==> src/rtl/branch_redirect_ctrl.sv <==
// Branch redirect controller: turns branch-unit redirect and halt requests
// into fetch select/flush/hold controls. A redirect that arrives while the
// pipeline is stalled is parked in a pending register until the stall
// clears. Also keeps saturating branch and taken-redirect counters.
//
// state | meaning
// ------+---------------------------------------------------------------
// RUN   | normal fetch; redirects issue immediately when not stalled
// HOLD  | redirect parked in pend_target, waiting for stall to drop
// HALT  | core halted; fetch PC frozen until reset
module branch_redirect_ctrl #(
    parameter int PC_W  = 9,
    parameter int CNT_W = 16
) (
    input  logic             clk,
    input  logic             reset,
    input  logic             ex_valid,
    input  logic             ex_branch,
    input  logic             PcSel,
    input  logic [31:0]      BrPC,
    input  logic             halt_com,
    input  logic             stall,
    output logic             pc_sel,
    output logic [PC_W-1:0]  pc_target,
    output logic             pc_hold,
    output logic             flush_ifid,
    output logic             flush_idex,
    output logic             halted,
    output logic             misalign_err,
    output logic [CNT_W-1:0] br_cnt,
    output logic [CNT_W-1:0] taken_cnt
);

    typedef enum logic [1:0] {
        RUN  = 2'd0,
        HOLD = 2'd1,
        HALT = 2'd2
    } state_t;

    state_t          state, state_nxt;
    logic [PC_W-1:0] pend_target;
    logic [PC_W-1:0] new_target;
    logic            pend_load;
    logic            misalign_set;
    logic            sel_raw, flush_raw, hold_raw, halted_raw;
    logic            br_inc;

    // Upper target bits beyond the instruction-memory width are dropped on purpose.
    logic unused_brpc_hi;
    assign unused_brpc_hi = ^BrPC[31:PC_W];

    assign new_target = {BrPC[PC_W-1:2], 2'b00};

    // Next-state and raw control decode; halt wins over a simultaneous redirect.
    always_comb begin
        state_nxt    = state;
        sel_raw      = 1'b0;
        flush_raw    = 1'b0;
        hold_raw     = 1'b0;
        halted_raw   = 1'b0;
        pend_load    = 1'b0;
        misalign_set = 1'b0;
        pc_target    = pend_target;
        case (state)
            RUN: begin
                if (ex_valid && halt_com) begin
                    flush_raw = 1'b1;
                    state_nxt = HALT;
                end else if (ex_valid && PcSel) begin
                    misalign_set = |BrPC[1:0];
                    if (stall) begin
                        pend_load = 1'b1;
                        state_nxt = HOLD;
                    end else begin
                        sel_raw   = 1'b1;
                        flush_raw = 1'b1;
                        pc_target = new_target;
                    end
                end
            end
            HOLD: begin
                if (!stall) begin
                    sel_raw   = 1'b1;
                    flush_raw = 1'b1;
                    state_nxt = RUN;
                end
            end
            HALT: begin
                hold_raw   = 1'b1;
                halted_raw = 1'b1;
            end
            default: state_nxt = RUN;
        endcase
    end

    // Controls are forced low while reset is asserted, even with a request present.
    always_comb begin
        pc_sel     = sel_raw    & ~reset;
        flush_ifid = flush_raw  & ~reset;
        flush_idex = flush_raw  & ~reset;
        pc_hold    = hold_raw   & ~reset;
        halted     = halted_raw & ~reset;
    end

    assign br_inc = (state == RUN) && ex_valid && ex_branch && !stall;

    // State, pending target, sticky misalignment flag and saturating counters.
    always_ff @(posedge clk) begin
        if (reset) begin
            state        <= RUN;
            pend_target  <= '0;
            misalign_err <= 1'b0;
            br_cnt       <= '0;
            taken_cnt    <= '0;
        end else begin
            state <= state_nxt;
            if (pend_load)
                pend_target <= new_target;
            if (misalign_set)
                misalign_err <= 1'b1;
            if (br_inc && (br_cnt != '1))
                br_cnt <= br_cnt + CNT_W'(1);
            if (pc_sel && (taken_cnt != '1))
                taken_cnt <= taken_cnt + CNT_W'(1);
        end
    end

endmodule
==> config.mk <==
export PLATFORM = sky130hd
export DESIGN_NAME = branch_redirect_ctrl
export DESIGN_NICKNAME = d
export VERILOG_FILES = /design/src/rtl/branch_redirect_ctrl.sv
export SDC_FILE = /design/constraint.sdc
export NUM_CORES = 1
export LEC_CHECK = 0
export ABC_AREA = 1
export BUFFER_PORTS_ARGS = -buffer_cell sky130_fd_sc_hd__buf_2
export CAP_MARGIN = 5
export CORE_ASPECT_RATIO = 1.2
export CORE_MARGIN = 2
export CORE_UTILIZATION = 45
export DETAILED_ROUTE_END_ITERATION = 6
export PLACE_DENSITY_LB_ADDON = 0.05
export SETUP_SLACK_MARGIN = 0.02
export SLEW_MARGIN = 25
export SYNTH_ARGS = -nofsm -noshare
export SYNTH_HDL_FRONTEND = slang
export SYNTH_SLANG_ARGS = --single-unit
==> constraint.sdc <==
create_clock -name clk -period 1.35 [get_ports clk]
set_input_delay 0.27 -clock clk [delete_from_list [all_inputs] [get_ports clk]]
set_output_delay 0.27 -clock clk [all_outputs]
set_load 0.01 [all_outputs]
After elaboration in Yosys (flattened, before gate mapping). Index checks and enable logic that the tools add are counted. Widths: inputs -> output; s select.

Add/sub/neg operators: 2. Equal/unequal tests: 7. Multiplexer cells: 23. Bitwise gates (word level): 5. Reductions and logical operators: 11.

Operators with widths (number): $mux 9 (4); $add 16x1->16 const B (2); $ne 16x16->1 const B (2); $mux 1 (12); $mux 2 (4); $logic_and 1x1->1 (7); $ne 3x3->1 const B (2); $pmux 2 s3 (1); $pmux 1 s2 (2); $reduce_and 4->1 (1); $and 1x1->1 (3); $eq 2x1->1 const B (1); $eq 2x2->1 const B (1); $logic_not 2->1 (1); $ne 2x2->1 const B (1); $not 1->1 (2); $reduce_or 2->1 (1); $logic_not 1->1 (1).

Register bits after elaboration: 42. Input bits: 39. Output and inout bits: 47.

Depth between registers and ports, before layout. Gate-level depths: netlist of the first run.

Depth after elaboration: 6. Depth in mapped cells: 9. Gate-level depth less buffers: 9.

Worst setup path after synthesis of the first run. Ideal clock, no wire load.

Path kind: register -> register. Start point: reg br_cnt[0]. End point: reg br_cnt[14]. Arrival time: 1426 ps. Data required time: 1219 ps. Path slack: -207 ps. Stages on the path, launching flop included: 10. Path buffers: 1. Clock period less this slack: 1557 ps. Cells stage by stage: dfxtp_1 > ha_1 > inv_1 > nor2_4 > nand3_4 > nand2_1 > nand2_2 > buf_4 > nand2_1 > a21oi_2.

Word-level cells in the longest chain between the ends: 2.

RTL lines: start, declared (RTL line 30) `output logic [CNT_W-1:0] br_cnt,`; start signal, assigned (RTL line 122) `br_cnt <= br_cnt + CNT_W'(1);`; branches (longest 2 deep; another with $add 16x1->16).

Parallel ways; which one is timed is not known. A chain may end at the register's enable or synchronous reset.

Final worst setup path of the first run.
Start point: reg state[1]. End point: out pc_target[4].

Word-level cells in the longest chain between the ends: 2.

RTL lines: start, declared (RTL line 40) `state_t state, state_nxt;`; start signal, assigned (RTL line 116) `state <= state_nxt;`; $logic_not 2->1 (RTL line 64) `case (state)`; $mux 9 (RTL line 64); end, declared (RTL line 24) `output logic [PC_W-1:0] pc_target,`.

Every way passes these cells.

==> results of run 1 <==
==> metal layers <==
metal | routed length [um] | up-vias
li1 | - | 1461
met1 | 2936 | 1332
met2 | 3992 | 74
met3 | 337 | 10
met4 | 118 | 0
met5 | 0 | -
==> state kept, by name, indices dropped and copies added (netlist names) <==
| register | cells |
|---|---|
| misalign_err | 1 |
| state | 2 |
| pend_target | 7 |
| taken_cnt | 16 |
| br_cnt | 16 |
==> kinds of logic (layout without fill, tap and decap cells) <==
group           Yosys count  after routing  share of synthesized area, %
xor+xnor                 15             15                         5.263
other cells               1              2                        0.1502
compound gates           48             49                         11.38
simple gates            220            221                         37.64
buf+inv                  42            172                         7.720
flops                    42             42                         33.68
fa+ha+maj                 2              2                         1.002
mux                       7              7                         3.158
==> tightest hold or removal path, stage by stage <==
cell	delay, ps
buf_2	90
nor2_2	40
nor2_1	80
==> stage by stage <==
stage,util (%),cell area (sq um),hold slack (ps)
final,73.68,3930,214.6
after global routing,73.68,3930,225.2
after CTS,71.55,3816,208.3
after detailed placement,64.72,3452,465.6
after global placement,64.72,3452,452.3
after floorplan,-,2613,404.9
==> final cells by class <==
class                      instances  area [sq um]  area share, %
tap                               62         77.57          1.974
timing repair buffer             135         997.2          25.37
clock buffer                       8         110.1          2.802
multi-input combinational        296          1764          44.89
sequential                        42         869.6          22.13
inverter                          29         111.4          2.833
==> cell usage after synthesis <==
| cell | count | share of area (%) |
|---|---|---|
| nand2_1 | 124 | 19 |
| nor2_1 | 56 | 8.4 |
| dfxtp_1 | 42 | 34 |
| inv_1 | 27 | 4.1 |
| a21oi_1 | 25 | 5.0 |
| nand3_1 | 16 | 3.2 |
| o21ai_0 | 15 | 3.0 |
| xor2_1 | 8 | 2.8 |
| mux2_2 | 7 | 3.2 |
| nand4_1 | 7 | 1.8 |
| xnor2_1 | 7 | 2.5 |
| a21oi_2 | 5 | 1.8 |
| buf_4 | 5 | 1.5 |
| clkbuf_1 | 5 | 0.75 |
| nor2_4 | 4 | 1.8 |
| nor3_1 | 4 | 0.80 |
| nand2_2 | 3 | 0.75 |
| buf_6 | 2 | 0.90 |
| ha_1 | 2 | 1.0 |
| inv_2 | 2 | 0.30 |
| nor2_2 | 2 | 0.50 |
| o21ai_4 | 2 | 1.3 |
| a211oi_1 | 1 | 0.30 |
| buf_2 | 1 | 0.20 |
| conb_1 | 1 | 0.15 |
| nand3_2 | 1 | 0.40 |
| nand3_4 | 1 | 0.70 |
| nor2b_1 | 1 | 0.25 |
| nor3_2 | 1 | 0.40 |
==> worst min path at each step <==
stage            startpoint              to  slack [ps]  cells past startpoint
6_report            BrPC[3]  pend_target[3]         210                      3
5_1_grt             BrPC[5]  pend_target[5]         230                      3
3_5_place_dp   misalign_err    misalign_err         470                      2
4_1_cts             BrPC[4]  pend_target[4]         210                      3
3_3_place_gp   misalign_err    misalign_err         450                      2
2_1_floorplan       BrPC[2]  pend_target[2]         400                      2
==> power groups by stage <==
stage | Sequential [mW] | Combinational, mW | Clock [mW]
final | 1.27 | 0.408 | 0.980
after floorplan | 1.31 | 0.168 | 0
after detailed placement | 1.30 | 0.305 | 0
after global routing | 1.27 | 0.439 | 1.05
after global placement | 1.30 | 0.300 | 0
after CTS | 1.27 | 0.383 | 0.987
==> what timing repair did <==
item,CTS,global route
cloned,2,0
buffers inserted,5,1
gates resized for setup,40,36
pin swaps,11,14
endpoints found under the setup margin,44,52
==> results.py, run 1 <==
metrics = {
    "run_status": {
        "status": "finished with violations",
        "violations": "negative setup slack",
    },
    "power_and_ir_drop": {
        "power_frac_comb_pct": 15.3,
        "vdd_drop_max_uv": 445.1,
        "power.internal_mw": 1.970,
        "power_switching_mw": 0.6895,
        "p_clk_share_pct": 36.8,
        "p_leak_nw": 1.695,
        "swShare_pct": 25.93,
        "seq_power_share_pct": 47.8,
        "power_density_nw_per_um2": 676.7,
        "power_mw": 2.659,
    },
    "floorplanning": {
        "rows": 29,
        "die_h_um": 85.59,
        "fp.coreArea_sq_um": 5334,
        "ioPinCount": 86,
        "dieArea_sq_um": 6161,
        "die_width_um": 71.99,
        "start_util_pct": 46.80,
    },
    "global_routing": {
        "use_met3_pct": 4.583,
        "grt_overflow": 0,
        "grt_pass1_wl_um": 12160,
        "grt_busiest_layer": "met2",
        "grt_max_degree": 33,
        "grt_use_met1_pct": 27.44,
        "antenna_found_initial": 0,
        "grt_pass1_vias": 2753,
        "met2_usage_pct": 47.14,
        "grt_usage_pct": 24.92,
    },
    "critical_path": {
        "r2r-start": "state[1]",
        "critPathMaxStageDelay_ps": 340,
        "r2r_slack_ps": -210,
        "crit_path_end_kind": "output port",
        "arrival_ps": 1500,
        "crit_buf_inv": 2,
        "path_depth": 6,
        "critPathTopFamily": "flip-flops",
        "path_class": "flop to output port",
        "startpoint": "state[1]",
        "crit_fanout": 7,
        "critical_path.slowest_cell": "dfxtp_2",
        "cpMostUsedCell": "nor2_4",
        "r2r-end": "br_cnt[12]",
        "worst_setup_path_start_kind": "flop",
        "setup.worst_path.end": "pc_target[4]",
        "worstPathRequired_ps": 1080,
        "reg2regPathDepth": 10,
        "path_cells": "nor2_4, nand2_4, nor2_4, buf_12, mux2_4, buf_6",
    },
    "placement": {
        "place_hpwl_um": 5055,
        "io_buffers": 60,
        "dpl.cell_count": 556,
        "gp_congestion": 0.9250,
        "dpl_worst_slack_ps": -262.5,
    },
    "timing": {
        "layout_setup_ws_ps": -422.2,
        "fin_skew_ps": 5.186,
        "finalSetupViolCount": 52,
        "setup-tns-final_ps": -9993,
        "slew_violations": 0,
        "rsz0062_at_grt": "yes",
        "fmax_ghz": 0.5643,
        "hold_viol_final": 0,
        "period_needed_ps": 1772,
        "min_period_over_period_pct": 131.3,
    },
    "drt": {
        "first_pass_iters": 4,
        "vias": 2877,
        "wl_per_cell_um": 12.91,
        "wl_um": 7384,
        "drt-initial-drc-count": 91,
        "ant_nets": 0,
        "drc": 0,
        "vias_per_cell": 5.030,
    },
    "yosys": {
        "syn_inst": 377,
        "syn_area_sq_um": 2496,
        "ys_ff_latch": 42,
        "synth_warnings": 0,
        "ys_types": 29,
        "yosysSeqAreaShare_pct": 33.68,
        "avgSynthCellArea_sq_um": 6.621,
    },
    "clocking": {
        "cts_tree": "yes",
        "path_clk_slew_ps": 80,
        "htree_num_levels": 2,
        "hold_buffers": 0,
        "clock_path_buffers": 2,
        "cts_made_buffers": 5,
        "cts_root_buffer": "clkbuf_8",
        "cts_sinks": 42,
        "insertion_delay_ps": 300,
    },
    "finish": {
        "fin_cells": 572,
        "drive_above_1_share_pct": 45.29,
        "layout_commonest_cell": "nand2_1",
        "nFillCells": 434,
        "layout_common_cells": "104 x nand2_1, 62 x buf_4, 52 x buf_2",
        "fin_nets": 550,
        "antenna_cells": 0,
        "synthToLayoutAreaGrowth_pct": 57.44,
    },
    "min_path": {
        "hold_path.class": "input port to flop",
    },
    "job": {
        "timing.max_cap.violations": 0,
    },
}
Power figures use the tool's default switching activity.
==> run 2, diff against run 1 <==
--- a/config.mk
+++ b/config.mk
@@ -10,7 +10,8 @@
 export CAP_MARGIN = 5
 export CORE_ASPECT_RATIO = 1.2
 export CORE_MARGIN = 2
-export CORE_UTILIZATION = 45
+export CORE_UTILIZATION = 47
+export CTS_BUF_LIST = sky130_fd_sc_hd__clkbuf_8
 export DETAILED_ROUTE_END_ITERATION = 6
 export PLACE_DENSITY_LB_ADDON = 0.05
 export SETUP_SLACK_MARGIN = 0.02
==> results.py, run 2 (synthesis results as in run 1) <==
metrics = {
    "clocking": {
        "cts_tree": "yes",
        "cts_root_buffer": "clkbuf_8",
        "cts_sinks": 42,
        "path_clk_slew_ps": 90,
        "clock_path_buffers": 2,
        "htree_num_levels": 2,
        "insertion_delay_ps": 300,
        "hold_buffers": 0,
        "cts_made_buffers": 5,
    },
    "timing": {
        "slew_violations": 0,
        "min_period_over_period_pct": 134.7,
        "rsz0062_at_grt": "yes",
        "finalSetupViolCount": 52,
        "layout_setup_ws_ps": -467.9,
        "whs_ps": 216.5,
        "setup-tns-final_ps": -13710,
        "fin_skew_ps": 6.768,
        "fmax_ghz": 0.5501,
        "period_needed_ps": 1818,
        "hold_viol_final": 0,
    },
    "global_routing": {
        "grt_max_degree": 16,
        "grt_pass1_vias": 2869,
        "grt_pass1_wl_um": 12740,
        "antenna_found_initial": 0,
        "grt_overflow": 0,
        "grt_usage_pct": 26.63,
    },
    "drt": {
        "vias": 3018,
        "first_pass_iters": 4,
        "drt-initial-drc-count": 109,
        "vias_per_cell": 5.186,
        "wl_per_cell_um": 14.01,
        "ant_nets": 0,
        "wl_um": 8156,
        "drc": 0,
    },
    "run_status": {
        "violations": "negative setup slack",
        "status": "finished with violations",
    },
    "power_and_ir_drop": {
        "p_leak_nw": 1.778,
        "swShare_pct": 24.19,
        "power_mw": 2.988,
        "p_clk_share_pct": 42.4,
        "power_density_nw_per_um2": 732.8,
        "power.internal_mw": 2.266,
        "vdd_drop_max_uv": 538.6,
        "seq_power_share_pct": 42.5,
        "power_switching_mw": 0.7227,
        "power_frac_comb_pct": 15.1,
    },
    "job": {
        "timing.max_cap.violations": 0,
    },
    "critical_path": {
        "path_class": "flop to output port",
        "crit_path_end_kind": "output port",
        "r2r-end": "br_cnt[12]",
        "worst_setup_path_start_kind": "flop",
        "arrival_ps": 1550,
        "r2r_slack_ps": -330,
        "crit_fanout": 3,
        "r2r-start": "state[0]",
        "worstPathRequired_ps": 1080,
        "reg2regPathDepth": 10,
    },
    "floorplanning": {
        "fp.coreArea_sq_um": 5189,
        "ioPinCount": 86,
        "start_util_pct": 48.11,
        "die_width_um": 70.53,
        "dieArea_sq_um": 5912,
        "rows": 29,
        "die_h_um": 83.83,
    },
    "min_path": {
        "hold_path.class": "input port to flop",
        "hold_depth": 3,
        "hold_path_end": "pend_target[4]",
        "hp-start": "BrPC[4]",
    },
    "placement": {
        "io_buffers": 60,
        "gp_congestion": 0.8295,
        "place_hpwl_um": 5091,
    },
    "finish": {
        "layout_common_cells": "102 x nand2_1, 66 x buf_4, 50 x buf_2",
        "antenna_cells": 0,
        "largestRegisters": "br_cnt x16, taken_cnt x16, pend_target x7",
        "synthToLayoutAreaGrowth_pct": 63.36,
        "layout_commonest_cell": "nand2_1",
        "fin_nets": 560,
        "drive_above_1_share_pct": 47.31,
    },
}
==> run 2: layout make-up <==
type                    instances  area, sq um
repair buffers                146         1092
multi-input cells             295         1784
well taps                      62        77.57
fillers                       368         1111
clock buffers                   6        82.58
inverters                      29        111.4
clock inverters                 2        60.06
flip-flops and latches         42        869.6
==> run 2: metrics by stage <==
step / util, % / setup slack [ps] / std cells / cell area, sq um
floorplan: - / -11.98 / 378 / 2613
global placement: 66.39 / -211.7 / 560 / 3445
detailed placement: 66.39 / -246.0 / 560 / 3445
CTS: 75.81 / -467.3 / 580 / 3934
global route: 78.59 / -512.0 / 582 / 4078
finish: 78.59 / -467.9 / 582 / 4078
==> run 2: timing repair <==
action                                 4_1_cts  5_1_grt
setup buffers                               11        6
endpoints found under the hold margin        0        0
pin swaps                                   12       11
gates resized for setup                     57       42
setup endpoints to repair                   50       52
cloned                                       1        0
==> run 2: worst max path at each step <==
stage,cells after the start,from,endpoint
final,6,state[0],pc_target[3]
after global routing,6,state[1],pc_target[5]
after CTS,6,state[0],pc_target[3]
after detailed placement,6,stall,pc_target[3]
after global placement,6,stall,pc_target[4]
after floorplan,8,br_cnt[0],br_cnt[14]
==> run 2: metal layers <==
| metal | share of wire [%] | global-route usage (%) |
|---|---|---|
| met1 | 39 | 30.04 |
| met2 | 55 | 48.97 |
| met3 | 3.7 | 4.348 |
| met4 | 2.8 | 10.49 |
| met5 | 0 | 0 |
==> run 2: worst max-delay path, stage by stage (launching register included) <==
cell	delay (ps)
dfxtp_4	370
nor2_4	130
nand2_4	70
nor2_4	120
buf_6	130
mux2_4	300
buf_6	120
==> run 2: power by group through the flow <==
stage / registers (mW) / logic, mW / clock network, mW
2_1_floorplan: 1.31 / 0.168 / 0
3_3_place_gp: 1.30 / 0.299 / 0
3_5_place_dp: 1.30 / 0.304 / 0
4_1_cts: 1.27 / 0.411 / 1.26
5_1_grt: 1.27 / 0.480 / 1.32
6_report: 1.27 / 0.451 / 1.27
